==> src/rtl/ocm_port_arbiter_if.sv <==
// ----------------------------------------------------------------------------
// ocm_port_arbiter_if
// Bundle of every signal between the OCM port arbiter and its surroundings:
// the two requester ports (A = Rx sample capture writer, B = host/debug),
// the single-port OCM master side and the busy flag.
//   a_*/b_*  : req, write, addr, byteen, wdata in; gnt, rvalid, rdata out
//   m_*      : address, byteenable, chipselect, write, writedata, clken out;
//              readdata in
//   busy     : access issued this cycle or a read return is pending
// Modports:
//   slave  - the arbiter itself
//   master - the environment (requesters plus the OCM)
// ----------------------------------------------------------------------------
interface ocm_port_arbiter_if #(
    parameter int ADDR_W = 10,
    parameter int DATA_W = 32
);
    logic                  a_req;
    logic                  a_write;
    logic [ADDR_W-1:0]     a_addr;
    logic [DATA_W/8-1:0]   a_byteen;
    logic [DATA_W-1:0]     a_wdata;
    logic                  a_gnt;
    logic                  a_rvalid;
    logic [DATA_W-1:0]     a_rdata;

    logic                  b_req;
    logic                  b_write;
    logic [ADDR_W-1:0]     b_addr;
    logic [DATA_W/8-1:0]   b_byteen;
    logic [DATA_W-1:0]     b_wdata;
    logic                  b_gnt;
    logic                  b_rvalid;
    logic [DATA_W-1:0]     b_rdata;

    logic [ADDR_W-1:0]     m_address;
    logic [DATA_W/8-1:0]   m_byteenable;
    logic                  m_chipselect;
    logic                  m_write;
    logic [DATA_W-1:0]     m_writedata;
    logic                  m_clken;
    logic [DATA_W-1:0]     m_readdata;

    logic                  busy;

    modport slave (
        input  a_req, a_write, a_addr, a_byteen, a_wdata,
        output a_gnt, a_rvalid, a_rdata,
        input  b_req, b_write, b_addr, b_byteen, b_wdata,
        output b_gnt, b_rvalid, b_rdata,
        output m_address, m_byteenable, m_chipselect, m_write, m_writedata, m_clken,
        input  m_readdata,
        output busy
    );

    modport master (
        output a_req, a_write, a_addr, a_byteen, a_wdata,
        input  a_gnt, a_rvalid, a_rdata,
        output b_req, b_write, b_addr, b_byteen, b_wdata,
        input  b_gnt, b_rvalid, b_rdata,
        input  m_address, m_byteenable, m_chipselect, m_write, m_writedata, m_clken,
        output m_readdata,
        input  busy
    );
endinterface

==> src/rtl/ocm_port_arbiter.sv <==
// ----------------------------------------------------------------------------
// ocm_port_arbiter
// Two-requester arbiter in front of a single-port, 1-cycle-latency OCM.
// Issues at most one access per cycle, grant is combinational from the
// requests and a registered round-robin pointer, and read data is routed
// back to the port that issued the read one cycle after its grant.
// Ports:
//   clk      : single clock shared with the OCM
//   reset_n  : asynchronous active-low reset
//   bus      : ocm_port_arbiter_if.slave (requester ports A/B, OCM m_*, busy)
// Parameters:
//   ADDR_W    : OCM word address width
//   DATA_W    : OCM data width (byte enables are DATA_W/8)
//   FIXED_PRI : 0 = round-robin on ties, 1 = port A always wins ties
// ----------------------------------------------------------------------------
module ocm_port_arbiter #(
    parameter int ADDR_W    = 10,
    parameter int DATA_W    = 32,
    parameter bit FIXED_PRI = 1'b0
) (
    input  logic                clk,
    input  logic                reset_n,
    ocm_port_arbiter_if.slave   bus
);

    typedef enum logic {
        PORT_A = 1'b0,
        PORT_B = 1'b1
    } port_e;

    port_e               last_q,  last_d;
    port_e               owner_q, owner_d;
    logic                pending_q, pending_d;
    logic                clken_q;
    logic [DATA_W-1:0]   a_hold_q, a_hold_d;
    logic [DATA_W-1:0]   b_hold_q, b_hold_d;
    logic                a_gnt, b_gnt;
    logic                a_ret, b_ret;

    // Grants are held off until the first edge after reset release, so that
    // nothing reaches the OCM while it is still clock-disabled.
    always_comb begin
        a_gnt = 1'b0;
        b_gnt = 1'b0;
        if (clken_q) begin
            if (bus.a_req && bus.b_req) begin
                if (FIXED_PRI || (last_q == PORT_B)) begin
                    a_gnt = 1'b1;
                end else begin
                    b_gnt = 1'b1;
                end
            end else if (bus.a_req) begin
                a_gnt = 1'b1;
            end else if (bus.b_req) begin
                b_gnt = 1'b1;
            end
        end
    end

    // OCM request mux; idle cycles drive zeros on every field.
    always_comb begin
        bus.m_address    = '0;
        bus.m_byteenable = '0;
        bus.m_writedata  = '0;
        bus.m_chipselect = 1'b0;
        bus.m_write      = 1'b0;
        if (a_gnt) begin
            bus.m_address    = bus.a_addr;
            bus.m_byteenable = bus.a_byteen;
            bus.m_writedata  = bus.a_wdata;
            bus.m_chipselect = 1'b1;
            bus.m_write      = bus.a_write;
        end else if (b_gnt) begin
            bus.m_address    = bus.b_addr;
            bus.m_byteenable = bus.b_byteen;
            bus.m_writedata  = bus.b_wdata;
            bus.m_chipselect = 1'b1;
            bus.m_write      = bus.b_write;
        end
    end

    // Pointer, read-return tracking and per-port rdata hold registers.
    always_comb begin
        last_d    = last_q;
        owner_d   = owner_q;
        pending_d = 1'b0;
        a_hold_d  = a_hold_q;
        b_hold_d  = b_hold_q;

        if (a_gnt) begin
            last_d    = PORT_A;
            owner_d   = PORT_A;
            pending_d = ~bus.a_write;
        end else if (b_gnt) begin
            last_d    = PORT_B;
            owner_d   = PORT_B;
            pending_d = ~bus.b_write;
        end

        if (a_ret) a_hold_d = bus.m_readdata;
        if (b_ret) b_hold_d = bus.m_readdata;
    end

    always_ff @(posedge clk or negedge reset_n) begin
        if (!reset_n) begin
            last_q    <= PORT_A;
            owner_q   <= PORT_A;
            pending_q <= 1'b0;
            clken_q   <= 1'b0;
            a_hold_q  <= '0;
            b_hold_q  <= '0;
        end else begin
            last_q    <= last_d;
            owner_q   <= owner_d;
            pending_q <= pending_d;
            clken_q   <= 1'b1;
            a_hold_q  <= a_hold_d;
            b_hold_q  <= b_hold_d;
        end
    end

    // The returning word is passed straight through in the return cycle and
    // then held, so the non-owner's rdata keeps its previous value.
    assign a_ret = pending_q && (owner_q == PORT_A);
    assign b_ret = pending_q && (owner_q == PORT_B);

    assign bus.a_gnt    = a_gnt;
    assign bus.b_gnt    = b_gnt;
    assign bus.a_rvalid = a_ret;
    assign bus.b_rvalid = b_ret;
    assign bus.a_rdata  = a_ret ? bus.m_readdata : a_hold_q;
    assign bus.b_rdata  = b_ret ? bus.m_readdata : b_hold_q;
    assign bus.m_clken  = clken_q;
    assign bus.busy     = a_gnt | b_gnt | pending_q;

endmodule

==> src/flat_wrapper.sv <==
// flat-port wrapper written by rule: the top's interface ports become plain ports
module ocm_port_arbiter_flat 
#(
    parameter int ADDR_W    = 10,
    parameter int DATA_W    = 32,
    parameter bit FIXED_PRI = 1'b0
)
  (clk, reset_n, bus_a_req, bus_a_write, bus_a_addr, bus_a_byteen, bus_a_wdata, bus_a_gnt, bus_a_rvalid, bus_a_rdata, bus_b_req, bus_b_write, bus_b_addr, bus_b_byteen, bus_b_wdata, bus_b_gnt, bus_b_rvalid, bus_b_rdata, bus_m_address, bus_m_byteenable, bus_m_chipselect, bus_m_write, bus_m_writedata, bus_m_clken, bus_m_readdata, bus_busy);
  ocm_port_arbiter_if #(.ADDR_W(ADDR_W), .DATA_W(DATA_W)) bus_i ();
  input  logic clk;
  input  logic reset_n;
  input wire logic [$bits(bus_i.a_req)-1:0] bus_a_req;
  input wire logic [$bits(bus_i.a_write)-1:0] bus_a_write;
  input wire logic [$bits(bus_i.a_addr)-1:0] bus_a_addr;
  input wire logic [$bits(bus_i.a_byteen)-1:0] bus_a_byteen;
  input wire logic [$bits(bus_i.a_wdata)-1:0] bus_a_wdata;
  output wire logic [$bits(bus_i.a_gnt)-1:0] bus_a_gnt;
  output wire logic [$bits(bus_i.a_rvalid)-1:0] bus_a_rvalid;
  output wire logic [$bits(bus_i.a_rdata)-1:0] bus_a_rdata;
  input wire logic [$bits(bus_i.b_req)-1:0] bus_b_req;
  input wire logic [$bits(bus_i.b_write)-1:0] bus_b_write;
  input wire logic [$bits(bus_i.b_addr)-1:0] bus_b_addr;
  input wire logic [$bits(bus_i.b_byteen)-1:0] bus_b_byteen;
  input wire logic [$bits(bus_i.b_wdata)-1:0] bus_b_wdata;
  output wire logic [$bits(bus_i.b_gnt)-1:0] bus_b_gnt;
  output wire logic [$bits(bus_i.b_rvalid)-1:0] bus_b_rvalid;
  output wire logic [$bits(bus_i.b_rdata)-1:0] bus_b_rdata;
  output wire logic [$bits(bus_i.m_address)-1:0] bus_m_address;
  output wire logic [$bits(bus_i.m_byteenable)-1:0] bus_m_byteenable;
  output wire logic [$bits(bus_i.m_chipselect)-1:0] bus_m_chipselect;
  output wire logic [$bits(bus_i.m_write)-1:0] bus_m_write;
  output wire logic [$bits(bus_i.m_writedata)-1:0] bus_m_writedata;
  output wire logic [$bits(bus_i.m_clken)-1:0] bus_m_clken;
  input wire logic [$bits(bus_i.m_readdata)-1:0] bus_m_readdata;
  output wire logic [$bits(bus_i.busy)-1:0] bus_busy;
  assign bus_i.a_req = bus_a_req;
  assign bus_i.a_write = bus_a_write;
  assign bus_i.a_addr = bus_a_addr;
  assign bus_i.a_byteen = bus_a_byteen;
  assign bus_i.a_wdata = bus_a_wdata;
  assign bus_a_gnt = bus_i.a_gnt;
  assign bus_a_rvalid = bus_i.a_rvalid;
  assign bus_a_rdata = bus_i.a_rdata;
  assign bus_i.b_req = bus_b_req;
  assign bus_i.b_write = bus_b_write;
  assign bus_i.b_addr = bus_b_addr;
  assign bus_i.b_byteen = bus_b_byteen;
  assign bus_i.b_wdata = bus_b_wdata;
  assign bus_b_gnt = bus_i.b_gnt;
  assign bus_b_rvalid = bus_i.b_rvalid;
  assign bus_b_rdata = bus_i.b_rdata;
  assign bus_m_address = bus_i.m_address;
  assign bus_m_byteenable = bus_i.m_byteenable;
  assign bus_m_chipselect = bus_i.m_chipselect;
  assign bus_m_write = bus_i.m_write;
  assign bus_m_writedata = bus_i.m_writedata;
  assign bus_m_clken = bus_i.m_clken;
  assign bus_i.m_readdata = bus_m_readdata;
  assign bus_busy = bus_i.busy;
  ocm_port_arbiter #(.ADDR_W(ADDR_W), .DATA_W(DATA_W), .FIXED_PRI(FIXED_PRI)) u_core (.clk(clk), .reset_n(reset_n), .bus(bus_i));
endmodule
==> config.mk <==
export PLATFORM = sky130hd
export DESIGN_NAME = ocm_port_arbiter_flat
export DESIGN_NICKNAME = d
export VERILOG_FILES = /design/src/rtl/ocm_port_arbiter_if.sv /design/src/rtl/ocm_port_arbiter.sv /design/src/flat_wrapper.sv
export SDC_FILE = /design/constraint.sdc
export NUM_CORES = 1
export LEC_CHECK = 0
export BUFFER_PORTS_ARGS = -buffer_cell sky130_fd_sc_hd__buf_2
export CORE_MARGIN = 2
export CORE_UTILIZATION = 30
export CTS_CLUSTER_DIAMETER = 50
export DETAILED_ROUTE_END_ITERATION = 8
export PLACE_DENSITY = 0.66
export SLEW_MARGIN = 20
export SYNTH_ARGS = -nofsm -noshare
export SYNTH_HDL_FRONTEND = slang
export SYNTH_SLANG_ARGS = --single-unit
==> constraint.sdc <==
create_clock -name clk -period 3 [get_ports clk]
set_clock_uncertainty 0.2 [all_clocks]
set_input_delay 0.45 -clock clk [delete_from_list [all_inputs] [get_ports clk]]
set_output_delay 0.45 -clock clk [all_outputs]
set_load 0.01 [all_outputs]
==> results of run 1 <==
[synth_stat cells (all sizes together)]
master | n | share of area (%)
nand2 | 97 | 11
dfrtp | 67 | 49
mux2 | 64 | 24
o22ai | 47 | 8.7
buf | 18 | 3.3
clkbuf | 10 | 1.1
inv | 4 | 0.44
nor2 | 4 | 0.44
nand2b | 2 | 0.37
a21oi | 1 | 0.15
a31oi | 1 | 0.18
conb | 1 | 0.11
o21ai | 1 | 0.15
o32ai | 1 | 0.26
or2 | 1 | 0.18
[report_power, final]
group / internal (mW) / switching [mW]
registers: 1.26 / 0.103
logic: 0.766 / 0.750
clock network: 0.682 / 0.360
[through the flow]
stage / instance area (µm²) / power (mW) / setup WS (ns) / hold WS, ns
2_1_floorplan: 3390 / 2.25 / 1.17 / -0.0456
4_1_cts: 5050 / 3.98 / 0.461 / 0.130
6_report: 5050 / 3.92 / 0.510 / 0.152
3_3_place_gp: 4740 / 2.86 / 0.841 / 0.274
3_5_place_dp: 4740 / 2.91 / 0.813 / 0.277
5_1_grt: 5050 / 4.17 / 0.394 / 0.160
[placed cells by master (no fill, tap or decap)]
master	instances
mux2_4	29
o22ai_1	47
clkbuf_1	2
o32ai_1	1
nand2b_1	1
diode_2	1
or2_2	1
nor2_1	4
inv_1	4
o21ai_4	1
dlygate4sd3_1	1
buf_12	1
dfrtp_1	66
bufinv_16	1
buf_2	247
dfrtp_2	1
clkbuf_16	9
clkbuf_8	2
mux2_2	35
nand2_1	97
buf_4	7
nand2b_2	1
conb_1	1
clkinv_2	1
a21oi_1	1
a31oi_1	1
[per-layer routing]
metal | global-route usage [%] | part of all wire, %
met1 | 20.1 | 36
met2 | 32.5 | 50
met3 | 5.23 | 8.7
met5 | 0 | 0
met4 | 12.7 | 5.8
[kinds of logic after synthesis]
| group | share of synthesized area, % |
|---|---|
| AO/OA/AOI/OAI | 9.41 |
| buffers and inverters | 4.83 |
| flip-flops | 49.4 |
| multiplexers | 24.5 |
| other | 0.111 |
| AND/OR/NAND/NOR | 11.7 |
[state kept, by name, indices dropped and copies added, names as in the netlist]
name / count
u_core.bus.m_clken: 1
u_core.last_q: 1
u_core.b_hold_q: 32
u_core.a_hold_q: 32
u_core.pending_q: 1
[worst max path at each step]
stage | from | to | slack, ns | cells past startpoint
6_report | u_core.last_q | bus_a_rdata[1] | 0.51 | 4
3_3_place_gp | u_core.last_q | bus_a_rdata[1] | 0.84 | 4
4_1_cts | u_core.last_q | bus_a_rdata[1] | 0.46 | 4
2_1_floorplan | u_core.bus.m_clken | bus_m_writedata[22] | 1.17 | 5
5_1_grt | u_core.last_q | bus_a_rdata[0] | 0.39 | 4
3_5_place_dp | u_core.last_q | bus_a_rdata[1] | 0.81 | 4
[worst max-delay path, cell delays in order, from the launching register on]
cell,delay (ns)
dfrtp_1,0.45
nand2b_2,0.17
buf_4,0.34
mux2_2,0.39
buf_2,0.15
[cell type report]
class                      count  share of cell area (%)
inverter                       4                   0.297
multi-input combinational    220                    31.0
antenna                        1                  0.0496
tap                          140                    3.47
clock inverter                 2                   0.694
clock buffer                  13                    5.15
sequential                    67                    33.2
timing repair buffer         256                    26.1
==> flow_summary_export.csv, run 1 <==
group,metric,value,unit
run_status,status,"finished, final reports clean",
global_route,grt_start_max_net_pins,59,
place,io_buffers,247,
synth,synthesis.nets,449,
synth,avgSynthCellArea,10.6,µm²
final_layout,utilization,46.2,%
drt,avgRoutedWirePerCell,16.9,µm
place,dp_hpwl,9.49,mm
synth,postSynthCellCount,319,
synth,synth_warnings,0,
drt,routed_via_density,4.78,
timing,post-route-min-period,2.49,ns
power,p_leak,2.74,nW
synth,synth.distinct_cells,18,
timing,min_period_over_period,83.0,%
die,core,10900,µm²
synth,yosysSeqAreaShare,49.4,%
clock_tree,hold_buffers,1,
timing,rsz0062_at_grt,"false",
timing,tightest_slew,0.734,ns
timing,slew-limit-headroom,51.1,%
critical_path,critical_path_class,"reg -> out",
power,power.density,777,nW/µm²
critical_path,r2r_slack,1.31,ns
drt,routed-via-count,3359,
critical_path,worstPathArrival,1.84,ns
clock_tree,root_buffer,"clkbuf_16",
final_layout,final_cells,703,
drt,route.antenna.remaining_nets,0,
critical_path,start_kind,"flip-flop",
worst_hold_path,min_from,"bus_b_write",
timing,hold_viol,0,
die,die_height,110,µm
final_layout,area_delta_synth_final,48.9,%
place,gp_congestion,0.957,
final_layout,regArea,1680,µm²
clock_tree,cts_max_path_buffers,2,
clock_tree,cts_setup_buffers,0,
timing,setup_violations,0,
worst_hold_path,hold_end,"u_core.pending_q",
power,ir_worst_vdd,0.421,mV
drt,first_pass_iters,4,
synth,synth_area,3390,µm²
drt,drc,0,
worst_hold_path,whs_path_depth,2,
final_layout,drive_gt1_share,59.8,%
clock_tree,post_cts_resized,0,
global_route,grt_pass1_wl,17.0,mm
critical_path,reg2reg_to,"u_core.a_hold_q[0]",
die,die-area,12200,µm²
drt,wl,11.9,mm
critical_path,crit_fanout,20,
final_layout,final_nets,688,
global_route,grt.overflow.total,0,
critical_path,r2r_start,"u_core.last_q",
drt,drt_iter0_drc,194,
clock_tree,cts.sinks,67,
die,rows,38,
critical_path,required,2.35,ns
timing,setup-tns-final,0,ns
timing,fmax,402,MHz
clock_tree,clkLatencyLatePin,0.32,ns
clock_tree,cts_made_buffers,9,
clock_tree,cts_tree,"built",
critical_path,end_kind,"output pin",
global_route,grt_antenna_before_repair,1,
die,start_util,31.0,%
clock_tree,clk_pin_slew_worst_paths,0.05,ns
place,placedCellCount,686,
die,die_w,110,µm
worst_hold_path,hp-class,"in -> reg",
die,io_pins,248,
global_route,grt_pass1_vias,3282,
final_layout,fillers,1082,
timing,maxSlewViolCount,0,
clock_tree,cts_max_level,3,
global_route,grt_use_total,18.9,%
critical_path,r2r_cells,3,
final_layout,multiInputGateArea,1560,µm²
synth,synth_seq_cells,67,
run,max_cap_viol_count,0,
No activity file was read; power rests on OpenSTA's default activity.
==> run 2: changes to the inputs <==
==> constraint.sdc (replaced) <==
create_clock -name clk -period 2.4 [get_ports clk]
set_clock_uncertainty 0.2 [all_clocks]
set_input_delay 0.36 -clock clk [delete_from_list [all_inputs] [get_ports clk]]
set_output_delay 0.36 -clock clk [all_outputs]
set_load 0.01 [all_outputs]
==> run 2 against run 1 <==
Compared with the run above:
- non-clock buffer count grew 3
- flip-flop and latch count is the same
- total power grew 26%
- core utilization grew 0.84 points
- setup slack lost 0.42 ns
- global-route usage is essentially flat
- cell area grew 1.8%
- via count grew 0.48%
- sequential share of layout area shrank 0.52 points
- final cell count grew 0.43%
- critical path depth is the same
- clock power grew 27%
==> flow_summary_export.csv, run 2 (same netlist as run 1, synthesis figures left out) <==
group,metric,value,unit
power,switching_share,30.9,%
final_layout,largestRegisters,"u_core.a_hold_q: 32 flops, u_core.b_hold_q: 32 flops",
final_layout,area_delta_synth_final,51.6,%
drt,avgRoutedWirePerCell,17.1,µm
worst_hold_path,hp-class,"in -> reg",
critical_path,r2r_start,"u_core.last_q",
final_layout,multiInputGateArea,1570,µm²
final_layout,regArea,1680,µm²
critical_path,start_kind,"flip-flop",
power,power_frac_clock,26.6,%
clock_tree,cts_max_path_buffers,2,
clock_tree,root_buffer,"clkbuf_16",
place,dp_hpwl,9.58,mm
global_route,grt_antenna_before_repair,0,
power,power.density,962,nW/µm²
global_route,grt.overflow.total,0,
power,pwr-share-comb,38.8,%
drt,route.antenna.remaining_nets,0,
global_route,grt_use_total,18.9,%
final_layout,num_antenna_cells,0,
drt,wl,12.1,mm
timing,maxSlewViolCount,0,
worst_hold_path,min_from,"bus_b_write",
global_route,grt_start_max_net_pins,50,
critical_path,required,1.84,ns
die,core,10900,µm²
clock_tree,cts_setup_buffers,0,
critical_path,worstPathArrival,1.75,ns
critical_path,critical_path_class,"reg -> out",
final_layout,final_cell_mix,"buf_2, nand2_1, dfrtp_1",
clock_tree,cts_max_level,3,
drt,routed_via_density,4.78,
clock_tree,cts_tree,"built",
drt,first_pass_iters,5,
place,gp_congestion,0.971,
clock_tree,clk_pin_slew_worst_paths,0.05,ns
power,p_leak,2.79,nW
die,die_w,110,µm
timing,setup-tns-final,0,ns
timing,rsz0062_at_grt,"false",
die,start_util,31.0,%
die,rows,38,
timing,timing.hold.ws,0.0535,ns
power,p_int,3.41,mW
timing,post-route-min-period,2.31,ns
run_status,status,"finished, final reports clean",
drt,drc,0,
die,die_height,110,µm
timing,worst_slack,0.0898,ns
final_layout,layout_commonest_cell,"buf_2",
place,pre_cts_ws,0.286,ns
critical_path,end_kind,"output pin",
final_layout,final_nets,691,
timing,min_period_over_period,96.3,%
timing,fmax,433,MHz
final_layout,fillers,1072,
drt,routed-via-count,3375,
critical_path,crit_fanout,35,
die,io_pins,248,
global_route,grt_pass1_wl,17.0,mm
final_layout,drive_gt1_share,60.6,%
power,ir_worst_vdd,0.448,mV
global_route,grt_pass1_vias,3290,
power,p_sw,1.53,mW
critical_path,critPathLaunch,"u_core.last_q",
place,io_buffers,247,
clock_tree,clkLatencyLatePin,0.32,ns
clock_tree,cts.sinks,67,
drt,drt_iter0_drc,146,
power,pwr-share-seq,34.6,%
clock_tree,cts_made_buffers,9,
die,die-area,12200,µm²
timing,setup_violations,0,
run,max_cap_viol_count,0,
timing,hold_viol,0,
run 2: final timing paths:
| check | end | slack [ns] | depth (start not counted) |
|---|---|---|---|
| max | bus_m_writedata[6] | 0.09 | 4 |
| min | u_core.pending_q | 0.05 | 2 |
| max reg2reg | u_core.a_hold_q[29] | 0.83 | 3 |
| min reg2reg | u_core.a_hold_q[5] | 0.28 | 1 |
| max in group asynchronous | u_core.b_hold_q[24] | 1.06 | 3 |
| min in group asynchronous | u_core.a_hold_q[8] | 0.32 | 2 |
run 2: metrics by stage:
| step | instance area, µm² | utilization, % | instances | total power [mW] |
|---|---|---|---|---|
| 2_1_floorplan | 3390 | - | 319 | 2.81 |
| 3_5_place_dp | 4790 | 43.8 | 688 | 3.66 |
| 3_3_place_gp | 4790 | 43.8 | 688 | 3.60 |
| 4_1_cts | 5110 | 46.7 | 705 | 5.02 |
| 5_1_grt | 5140 | 47.0 | 706 | 5.27 |
| 6_report | 5140 | 47.0 | 706 | 4.94 |
run 2: what timing repair did:
action / CTS / global route
cloned: 0 / 1
hold buffers: 1 / 0
endpoints found under the hold margin: 18 / 0
pin swaps: 0 / 0
endpoints found under the setup margin: 2 / 7
resized for setup: 1 / 2
run 2: critical path: stages, from the launching register on:
cell and delay, ns:
dfrtp_2 0.45, o21ai_4 0.42, buf_12 0.25, o22ai_1 0.14, buf_2 0.16
run 2: power by group through the flow:
stage,Sequential (mW),Clock (mW),Combinational [mW]
finish,1.71,1.32,1.92
global route,1.76,1.42,2.09
CTS,1.71,1.36,1.95
detailed placement,1.72,0,1.94
global placement,1.70,0,1.90
floorplan,1.67,0,1.14
run 2: layout make-up:
type	count	share of cell area, %
clock buffer	12	4.99
clock inverter	4	0.949
inverter	4	0.292
multi-input combinational	220	30.5
sequential	67	32.7
tap	140	3.41
timing repair buffer	259	27.2
run 2: layer usage:
metal	global-route usage, %	vias up	routed length (µm)
li1	-	1579	-
met1	20.1	1579	4430
met2	32.1	184	6010
met3	6.94	33	1010
met4	11.2	0	614
met5	0	-	0
